--- src/rtl/control_sequencer_pkg.sv ---
// Shared definitions for the control sequencer: IR layout, opcodes, FSM states,
// datapath select encodings and the per-state output decode.
package control_sequencer_pkg;

    localparam int IR_OP_MSB  = 15;
    localparam int IR_OP_LSB  = 12;
    localparam int IR_DST_MSB = 11;
    localparam int IR_DST_LSB = 9;
    localparam int IR_SRC_MSB = 8;
    localparam int IR_SRC_LSB = 6;
    localparam int IR_IMM_MSB = 5;
    localparam int IR_IMM_LSB = 0;

    localparam logic [3:0] OP_NOP  = 4'h0;
    localparam logic [3:0] OP_MOV  = 4'h1;
    localparam logic [3:0] OP_LDI  = 4'h2;
    localparam logic [3:0] OP_LD   = 4'h3;
    localparam logic [3:0] OP_ST   = 4'h4;
    localparam logic [3:0] OP_ADD  = 4'h5;
    localparam logic [3:0] OP_SUB  = 4'h6;
    localparam logic [3:0] OP_JMP  = 4'h7;
    localparam logic [3:0] OP_HALT = 4'hF;

    typedef enum logic [2:0] {
        ST_FETCH  = 3'd0,
        ST_DECODE = 3'd1,
        ST_EXEC   = 3'd2,
        ST_MEM    = 3'd3,
        ST_HALT   = 3'd4,
        ST_FAULT  = 3'd5
    } state_e;

    typedef enum logic [1:0] {
        BUS_MEM = 2'd0,
        BUS_IMM = 2'd1,
        BUS_ALU = 2'd2,
        BUS_SRC = 2'd3
    } bus_sel_e;

    localparam logic ALU_ADD = 1'b0;
    localparam logic ALU_SUB = 1'b1;

    typedef struct packed {
        logic       mem_req;
        logic       mem_we;
        logic       in_en;
        logic       out_en;
        logic [2:0] src_sel;
        logic [2:0] dst_sel;
        logic [1:0] bus_sel;
        logic       alu_op;
        logic       halted;
        logic       fault;
    } ctrl_t;

    function automatic logic [3:0] ir_op(input logic [15:0] ir);
        return ir[IR_OP_MSB:IR_OP_LSB];
    endfunction

    function automatic logic [2:0] ir_dst(input logic [15:0] ir);
        return ir[IR_DST_MSB:IR_DST_LSB];
    endfunction

    function automatic logic [2:0] ir_src(input logic [15:0] ir);
        return ir[IR_SRC_MSB:IR_SRC_LSB];
    endfunction

    // Where EXEC hands over to for a given opcode.
    function automatic state_e exec_next(input logic [3:0] op);
        state_e nxt;
        case (op)
            OP_NOP, OP_MOV, OP_LDI,
            OP_ADD, OP_SUB, OP_JMP: nxt = ST_FETCH;
            OP_LD, OP_ST:           nxt = ST_MEM;
            OP_HALT:                nxt = ST_HALT;
            default:                nxt = ST_FAULT;
        endcase
        return nxt;
    endfunction

    // Steady outputs for a state; evaluated for the state being entered so the
    // result can be registered alongside the state itself.
    function automatic ctrl_t ctrl_decode(input state_e st, input logic [15:0] ir);
        ctrl_t c;
        c = '0;
        case (st)
            ST_FETCH: begin
                c.mem_req = 1'b1;
                c.out_en  = 1'b1;
            end
            ST_DECODE: begin
                c.src_sel = ir_src(ir);
                c.dst_sel = ir_dst(ir);
            end
            ST_EXEC: begin
                c.src_sel = ir_src(ir);
                c.dst_sel = ir_dst(ir);
                case (ir_op(ir))
                    OP_MOV: begin
                        c.in_en   = 1'b1;
                        c.bus_sel = BUS_SRC;
                    end
                    OP_LDI: begin
                        c.in_en   = 1'b1;
                        c.bus_sel = BUS_IMM;
                    end
                    OP_ADD: begin
                        c.in_en   = 1'b1;
                        c.bus_sel = BUS_ALU;
                        c.alu_op  = ALU_ADD;
                    end
                    OP_SUB: begin
                        c.in_en   = 1'b1;
                        c.bus_sel = BUS_ALU;
                        c.alu_op  = ALU_SUB;
                    end
                    OP_JMP: begin
                        c.dst_sel = 3'd0;
                        c.in_en   = 1'b1;
                        c.bus_sel = BUS_SRC;
                    end
                    default: ;
                endcase
            end
            ST_MEM: begin
                c.mem_req = 1'b1;
                c.mem_we  = (ir_op(ir) == OP_ST);
                c.out_en  = 1'b1;
                c.src_sel = ir_src(ir);
                c.dst_sel = ir_dst(ir);
                c.bus_sel = BUS_MEM;
            end
            ST_HALT:  c.halted = 1'b1;
            ST_FAULT: c.fault  = 1'b1;
            default:  c.fault  = 1'b1;
        endcase
        return c;
    endfunction

endpackage

--- src/rtl/control_sequencer_timeout.sv ---
// Memory-request watchdog: counts consecutive unacknowledged request cycles and
// flags the cycle that would take the count up to MEM_TIMEOUT.
module seq_timeout #(
    parameter int MEM_TIMEOUT = 15
) (
    input  logic clk,
    input  logic rst,
    input  logic clr,
    input  logic busy,
    input  logic ack,
    output logic expired
);

    localparam int CW = $clog2(MEM_TIMEOUT + 1);
    localparam logic [CW-1:0] LAST  = CW'(MEM_TIMEOUT - 1);
    localparam logic [CW-1:0] LIMIT = CW'(MEM_TIMEOUT);

    logic [CW-1:0] count_reg;

    always_ff @(posedge clk or negedge rst) begin
        if (!rst) begin
            count_reg <= '0;
        end else if (clr) begin
            count_reg <= '0;
        end else if (busy && !ack && (count_reg != LIMIT)) begin
            count_reg <= count_reg + 1'b1;
        end
    end

    // Asserting in the MEM_TIMEOUT-th waiting cycle lets the FSM drop mem_req
    // on the very next cycle.
    assign expired = busy && !ack && (count_reg == LAST);

endmodule

--- src/rtl/control_sequencer.sv ---
// Microcoded control sequencer: fetches 16-bit instructions, decodes them and
// steers a register file, ALU and memory port through FETCH/DECODE/EXEC/MEM.
module control_sequencer
    import control_sequencer_pkg::*;
#(
    parameter int MEM_TIMEOUT = 15
) (
    input  logic        clk,
    input  logic        rst,
    input  logic [15:0] mem_rdata,
    input  logic        mem_ack,
    output logic        mem_req,
    output logic        mem_we,
    output logic [2:0]  src_sel,
    output logic [2:0]  dst_sel,
    output logic        in_en,
    output logic        out_en,
    output logic        pc_inc,
    output logic [1:0]  bus_sel,
    output logic        alu_op,
    output logic [15:0] imm,
    output logic        halted,
    output logic        fault
);

    state_e      state_reg;
    logic [15:0] ir_reg;
    ctrl_t       ctrl_reg;
    logic        ack_q;
    logic        expired;
    logic        tmo_clr;

    // An acknowledge only counts while a request is actually outstanding.
    assign ack_q   = mem_ack && ctrl_reg.mem_req;
    // EXEC precedes every entry to FETCH/MEM except MEM->FETCH, which is an ack.
    assign tmo_clr = ack_q || (state_reg == ST_EXEC);

    seq_timeout #(
        .MEM_TIMEOUT(MEM_TIMEOUT)
    ) u_timeout (
        .clk     (clk),
        .rst     (rst),
        .clr     (tmo_clr),
        .busy    (ctrl_reg.mem_req),
        .ack     (ack_q),
        .expired (expired)
    );

    always_ff @(posedge clk or negedge rst) begin
        if (!rst) begin
            state_reg <= ST_FETCH;
            ir_reg    <= '0;
            ctrl_reg  <= '0;
        end else begin
            case (state_reg)
                ST_FETCH: begin
                    if (expired) begin
                        state_reg <= ST_FAULT;
                        ctrl_reg  <= ctrl_decode(ST_FAULT, ir_reg);
                    end else if (ack_q) begin
                        ir_reg    <= mem_rdata;
                        state_reg <= ST_DECODE;
                        ctrl_reg  <= ctrl_decode(ST_DECODE, mem_rdata);
                    end else begin
                        ctrl_reg  <= ctrl_decode(ST_FETCH, ir_reg);
                    end
                end
                ST_DECODE: begin
                    state_reg <= ST_EXEC;
                    ctrl_reg  <= ctrl_decode(ST_EXEC, ir_reg);
                end
                ST_EXEC: begin
                    state_reg <= exec_next(ir_op(ir_reg));
                    ctrl_reg  <= ctrl_decode(exec_next(ir_op(ir_reg)), ir_reg);
                end
                ST_MEM: begin
                    if (expired) begin
                        state_reg <= ST_FAULT;
                        ctrl_reg  <= ctrl_decode(ST_FAULT, ir_reg);
                    end else if (ack_q) begin
                        state_reg <= ST_FETCH;
                        ctrl_reg  <= ctrl_decode(ST_FETCH, ir_reg);
                    end
                end
                ST_HALT, ST_FAULT: ;
                default: begin
                    state_reg <= ST_FAULT;
                    ctrl_reg  <= ctrl_decode(ST_FAULT, ir_reg);
                end
            endcase
        end
    end

    // The ack-qualified strobes are the only outputs not taken straight from
    // registers; they depend on mem_ack but never on mem_rdata.
    assign pc_inc  = (state_reg == ST_FETCH) && ack_q;
    assign in_en   = ctrl_reg.in_en ||
                     ((state_reg == ST_MEM) && (ir_op(ir_reg) == OP_LD) && ack_q);

    assign mem_req = ctrl_reg.mem_req;
    assign mem_we  = ctrl_reg.mem_we;
    assign out_en  = ctrl_reg.out_en;
    assign src_sel = ctrl_reg.src_sel;
    assign dst_sel = ctrl_reg.dst_sel;
    assign bus_sel = ctrl_reg.bus_sel;
    assign alu_op  = ctrl_reg.alu_op;
    assign halted  = ctrl_reg.halted;
    assign fault   = ctrl_reg.fault;
    assign imm     = {10'd0, ir_reg[IR_IMM_MSB:IR_IMM_LSB]};

endmodule

--- config.mk ---
export PLATFORM = sky130hd
export DESIGN_NAME = control_sequencer
export DESIGN_NICKNAME = d
export VERILOG_FILES = /design/src/rtl/control_sequencer_pkg.sv /design/src/rtl/control_sequencer_timeout.sv /design/src/rtl/control_sequencer.sv
export SDC_FILE = /design/constraint.sdc
export NUM_CORES = 1
export LEC_CHECK = 0
export BUFFER_PORTS_ARGS = -buffer_cell sky130_fd_sc_hd__buf_2
export CORE_MARGIN = 2
export CORE_UTILIZATION = 46
export CTS_CLUSTER_DIAMETER = 80
export DETAILED_ROUTE_END_ITERATION = 10
export MAX_ROUTING_LAYER = met4
export PLACE_DENSITY = 0.84
export SLEW_MARGIN = 30
export SYNTH_ARGS = -nofsm -noshare
export SYNTH_HDL_FRONTEND = slang
export SYNTH_HIERARCHICAL = 1
export SYNTH_SLANG_ARGS = --single-unit
--- constraint.sdc ---
create_clock -name clk -period 1.9 [get_ports clk]
set_input_delay 0.38 -clock clk [delete_from_list [all_inputs] [get_ports clk]]
set_output_delay 0.38 -clock clk [all_outputs]
set_load 0.005 [all_outputs]
==> key figures <==
Detailed routing
  • Initial DRC count: 69
  • Met1 Routed Length: 1970 µm
  • Drt wl/cell: 15.4 µm
  • Met3 WL: 218 µm
  • DRC: 0
  • Via count: 1493
  • Post-route ant nets: 0
  • Via density: 5.26
  • Number of detailed-route iterations in the first pass: 4
  • Post-Route WL: 4380 µm
  • DR WL met2: 2100 µm
  • Top Metal Used: met4

Layout
  • Area grow syn2layout: 20.9%
  • Largest register FFs: 16
  • Final nets: 252
  • Diode count: 0
  • Layout fillers: 381
  • Share of cells above drive strength 1: 42.7%

Critical path
  • CP max FO: 6
  • CP peak stage delay: 0.44 ns
  • Cell mode on critical path: buf_4
  • WP data required: 2.08 ns
  • Critical Path AT: 2.03 ns
  • Critical path cell sequence: buf_4, nand2b_4, nor2_4, nand3b_4, nor4_4, buf_4, clkbuf_16, mux2_4
  • R2R Setup Slk: 0.05 ns
  • Worst Setup SP: mem_req$_DFFE_PN0P_
  • Kind of critical path: flop to flop
  • RR Startpoint: mem_req$_DFFE_PN0P_
  • CP startpoint kind: flop
  • Worst path slowest cell: dfrtp_2
  • CP endpoint kind: flop

Pwr
  • Max IR drop VDD: 0.000322 V
  • Leakage power: 1.36 nW
  • Comb power frac: 2.7%
  • Internal power: 1.32 mW
  • NetSw: 304 µW
  • Clock power share: 49.0%
  • Sw Share: 18.7%
  • Flop pwr share: 48.3%
  • Power Density: 656 nW/µm²
  • Total power: 1.63 mW

Global routing
  • Number of global-route vias before repair: 1502
  • First-pass GRT wire length: 7110 µm
  • Aggregate global-route resource usage: 18.5%
  • Largest net degree at the start of global routing: 38
  • Grt total ovfl: 0
  • Initial antenna violation count: 0

Timing
  • FMAX: 0.540 GHz
  • Max-slew violations: 0
  • RSZ-0062 raised after global routing: yes
  • Worst Slack Setup Final: 0.0494 ns
  • Tmin final: 1.85 ns
  • Final hold vios: 0
  • TNS Setup: 0 ns
  • # setup viols final: 0
  • Worst Skew: 0.00627 ns
  • Period utilization: 97.4%

Synth
  • Mean Syn Cell Area: 11.0 µm²
  • Most used DFF post-synth: dfrtp_1
  • Top cell type's share of synthesized area: 45.1%
  • Count of cell types in the netlist: 46
  • Synth warn: 6
  • Async S/R FF share, synth: 100%
  • FF+latch count, synth: 37
  • Register area share after synthesis: 45.1%
  • Compound-Gate Fraction of Synth Area: 14.9%
  • Post-Syn Area: 2050 µm²
  • Post-Synth Adder-Cell Area: 1.22%
  • Synth Instances: 187
  • Post-synth top area cell: dfrtp_1
  • Multiplexer share of the synthesized area: 9.26%
  • Largest family of logic cells by synthesized area: simple AND/OR/NAND/NOR gates
  • Top cells by area, synth: dfrtp_1 (45%), buf_4 (9.9%), mux2_4 (6.6%)
  • Number of synthesized flops with an enable pin: 0
  • Synth Area in XOR/XNOR: 0.426%
  • Post-Synth Simple-Gate Area: 15.2%

Outcome
  • Status: complete, no violations

Clock tree
  • TritonCTS clock tree: yes
  • CTS buffer count: 5
  • Later-pin clock latency in the skew report: 0.29 ns
  • Number of H-tree levels: 2
  • Longest Clk Path Bufs: 2
  • Sink Count: 37
  • Clock Root Buffer: clkbuf_8
  • Clk slew on worst S/H paths: 0.07 ns

Die
  • Chip height: 70.8 µm
  • FP Rows: 24
  • Initial core utilization: 47.5%
  • Die area: 5020 µm²
  • CORE AREA: 4320 µm²
  • Die Wd: 70.8 µm
  • IO Count: 51

Placed design
  • Final GP Congestion: 0.829
  • I/O Buffers: 40
  • HPWL after detailed placement: 2850 µm
  • DP Worst Slack: -0.102 ns

Hold path
  • Min-Delay Path Class: input port to async pin

Job
  • Max Cap Violations: 0
==> placed cells by master (no fill, tap or decap), types with 4 or more instances in the layout <==
cell	synthesis	routed
nor2_1	12	11
inv_1	9	7
a22o_1	6	6
o21ai_0	7	7
o21ai_1	5	5
a21o_1	4	4
mux2_4	9	9
buf_4	27	17
dfrtp_1	37	34
buf_2	2	40
nand2_1	15	14
conb_1	1	10
clkbuf_8	0	5
==> cell type report <==
cell class	instances	area [µm²]	share of cell area, %
Tap cell	52	65.1	2.62
Timing Repair Buffer	60	400	16.1
Clock buffer	5	68.8	2.77
Sequential cell	37	930	37.4
Multi-Input combinational cell	118	921	37.1
Inverter	9	33.8	1.36
Clock inverter	3	65.1	2.62
==> layer usage <==
metal  up-vias  GRT usage [%]
met5         -              -
met4         0           7.55
met3        13           6.41
met2        38           27.1
met1       732           23.6
li1        710              -
==> timing repair <==
| action | 4_1_cts | 5_1_grt |
|---|---|---|
| resized for setup | 0 | 11 |
| setup endpoints to repair | 11 | 22 |
| pin swaps | 2 | 4 |
| setup buffers | 0 | 7 |
| hold buffers | 0 | 0 |
| cloned | 1 | 1 |
==> per-stage QoR <==
step                instance area, µm²  utilization, %  hold WS [ns]  cells
floorplan                         2090               -        0.0844    196
global placement                  2210            51.2         0.449    268
detailed placement                2210            51.2         0.454    268
CTS                               2380            55.0         0.136    277
global route                      2480            57.4         0.161    284
finish                            2480            57.4         0.120    284
==> path summary, 6_finish.rpt <==
| kind | endpoint | depth (start not counted) |
|---|---|---|
| worst max-delay path | ir_reg[7]$_DFFE_PN0P_ | 8 |
| worst min-delay path | u_timeout/count_reg[3]$_DFFE_PN0P_ | 2 |
| worst max register to register | ir_reg[7]$_DFFE_PN0P_ | 8 |
| worst min register to register | alu_op$_DFFE_PN0P_ | 2 |
| max in group asynchronous | mem_req$_DFFE_PN0P_ | 2 |
| min in group clk | ir_reg[12]$_DFFE_PN0P_ | 3 |
==> worst max-delay path: cells and delay by family, from the launching register on <==
family,cells,cell delay [ns]
buf+inv,3,0.51
flops,1,0.44
mux,1,0.29
simple gates,4,0.49
==> cell families (layout without fill, tap and decap cells) <==
family | Yosys count | after routing
other cells | 1 | 10
fa+ha+maj | 2 | 2
mux | 14 | 14
xor+xnor | 1 | 1
simple gates | 50 | 50
buf+inv | 41 | 77
flops | 37 | 37
compound gates | 41 | 41
==> Yosys cell counts (2+ instances only) <==
| master | instances |
|---|---|
| buf_6 | 2 |
| mux2_4 | 9 |
| buf_4 | 27 |
| nand3_1 | 2 |
| nor2b_1 | 3 |
| a21o_1 | 4 |
| o21ai_0 | 7 |
| a22o_2 | 3 |
| o21ai_1 | 5 |
| nand2_1 | 15 |
| a22oi_1 | 2 |
| o211ai_1 | 3 |
| dfrtp_1 | 37 |
| nor2_1 | 12 |
| and3b_1 | 2 |
| a221oi_2 | 2 |
| inv_1 | 9 |
| nand3b_1 | 2 |
| a22o_1 | 6 |
| and4b_1 | 2 |
| a31oi_1 | 2 |
| ha_1 | 2 |
| buf_2 | 2 |
| a21oi_1 | 3 |
| mux2_2 | 3 |
==> power groups by stage <==
stage	Combinational, mW	Sequential (mW)	Clock [mW]
finish	0.0440	0.787	0.798
global placement	0.0440	0.802	0
floorplan	0.0200	0.803	0
CTS	0.0452	0.787	0.819
global route	0.0512	0.787	0.853
detailed placement	0.0451	0.802	0
Note: power is estimated with default switching activity, not from simulation.
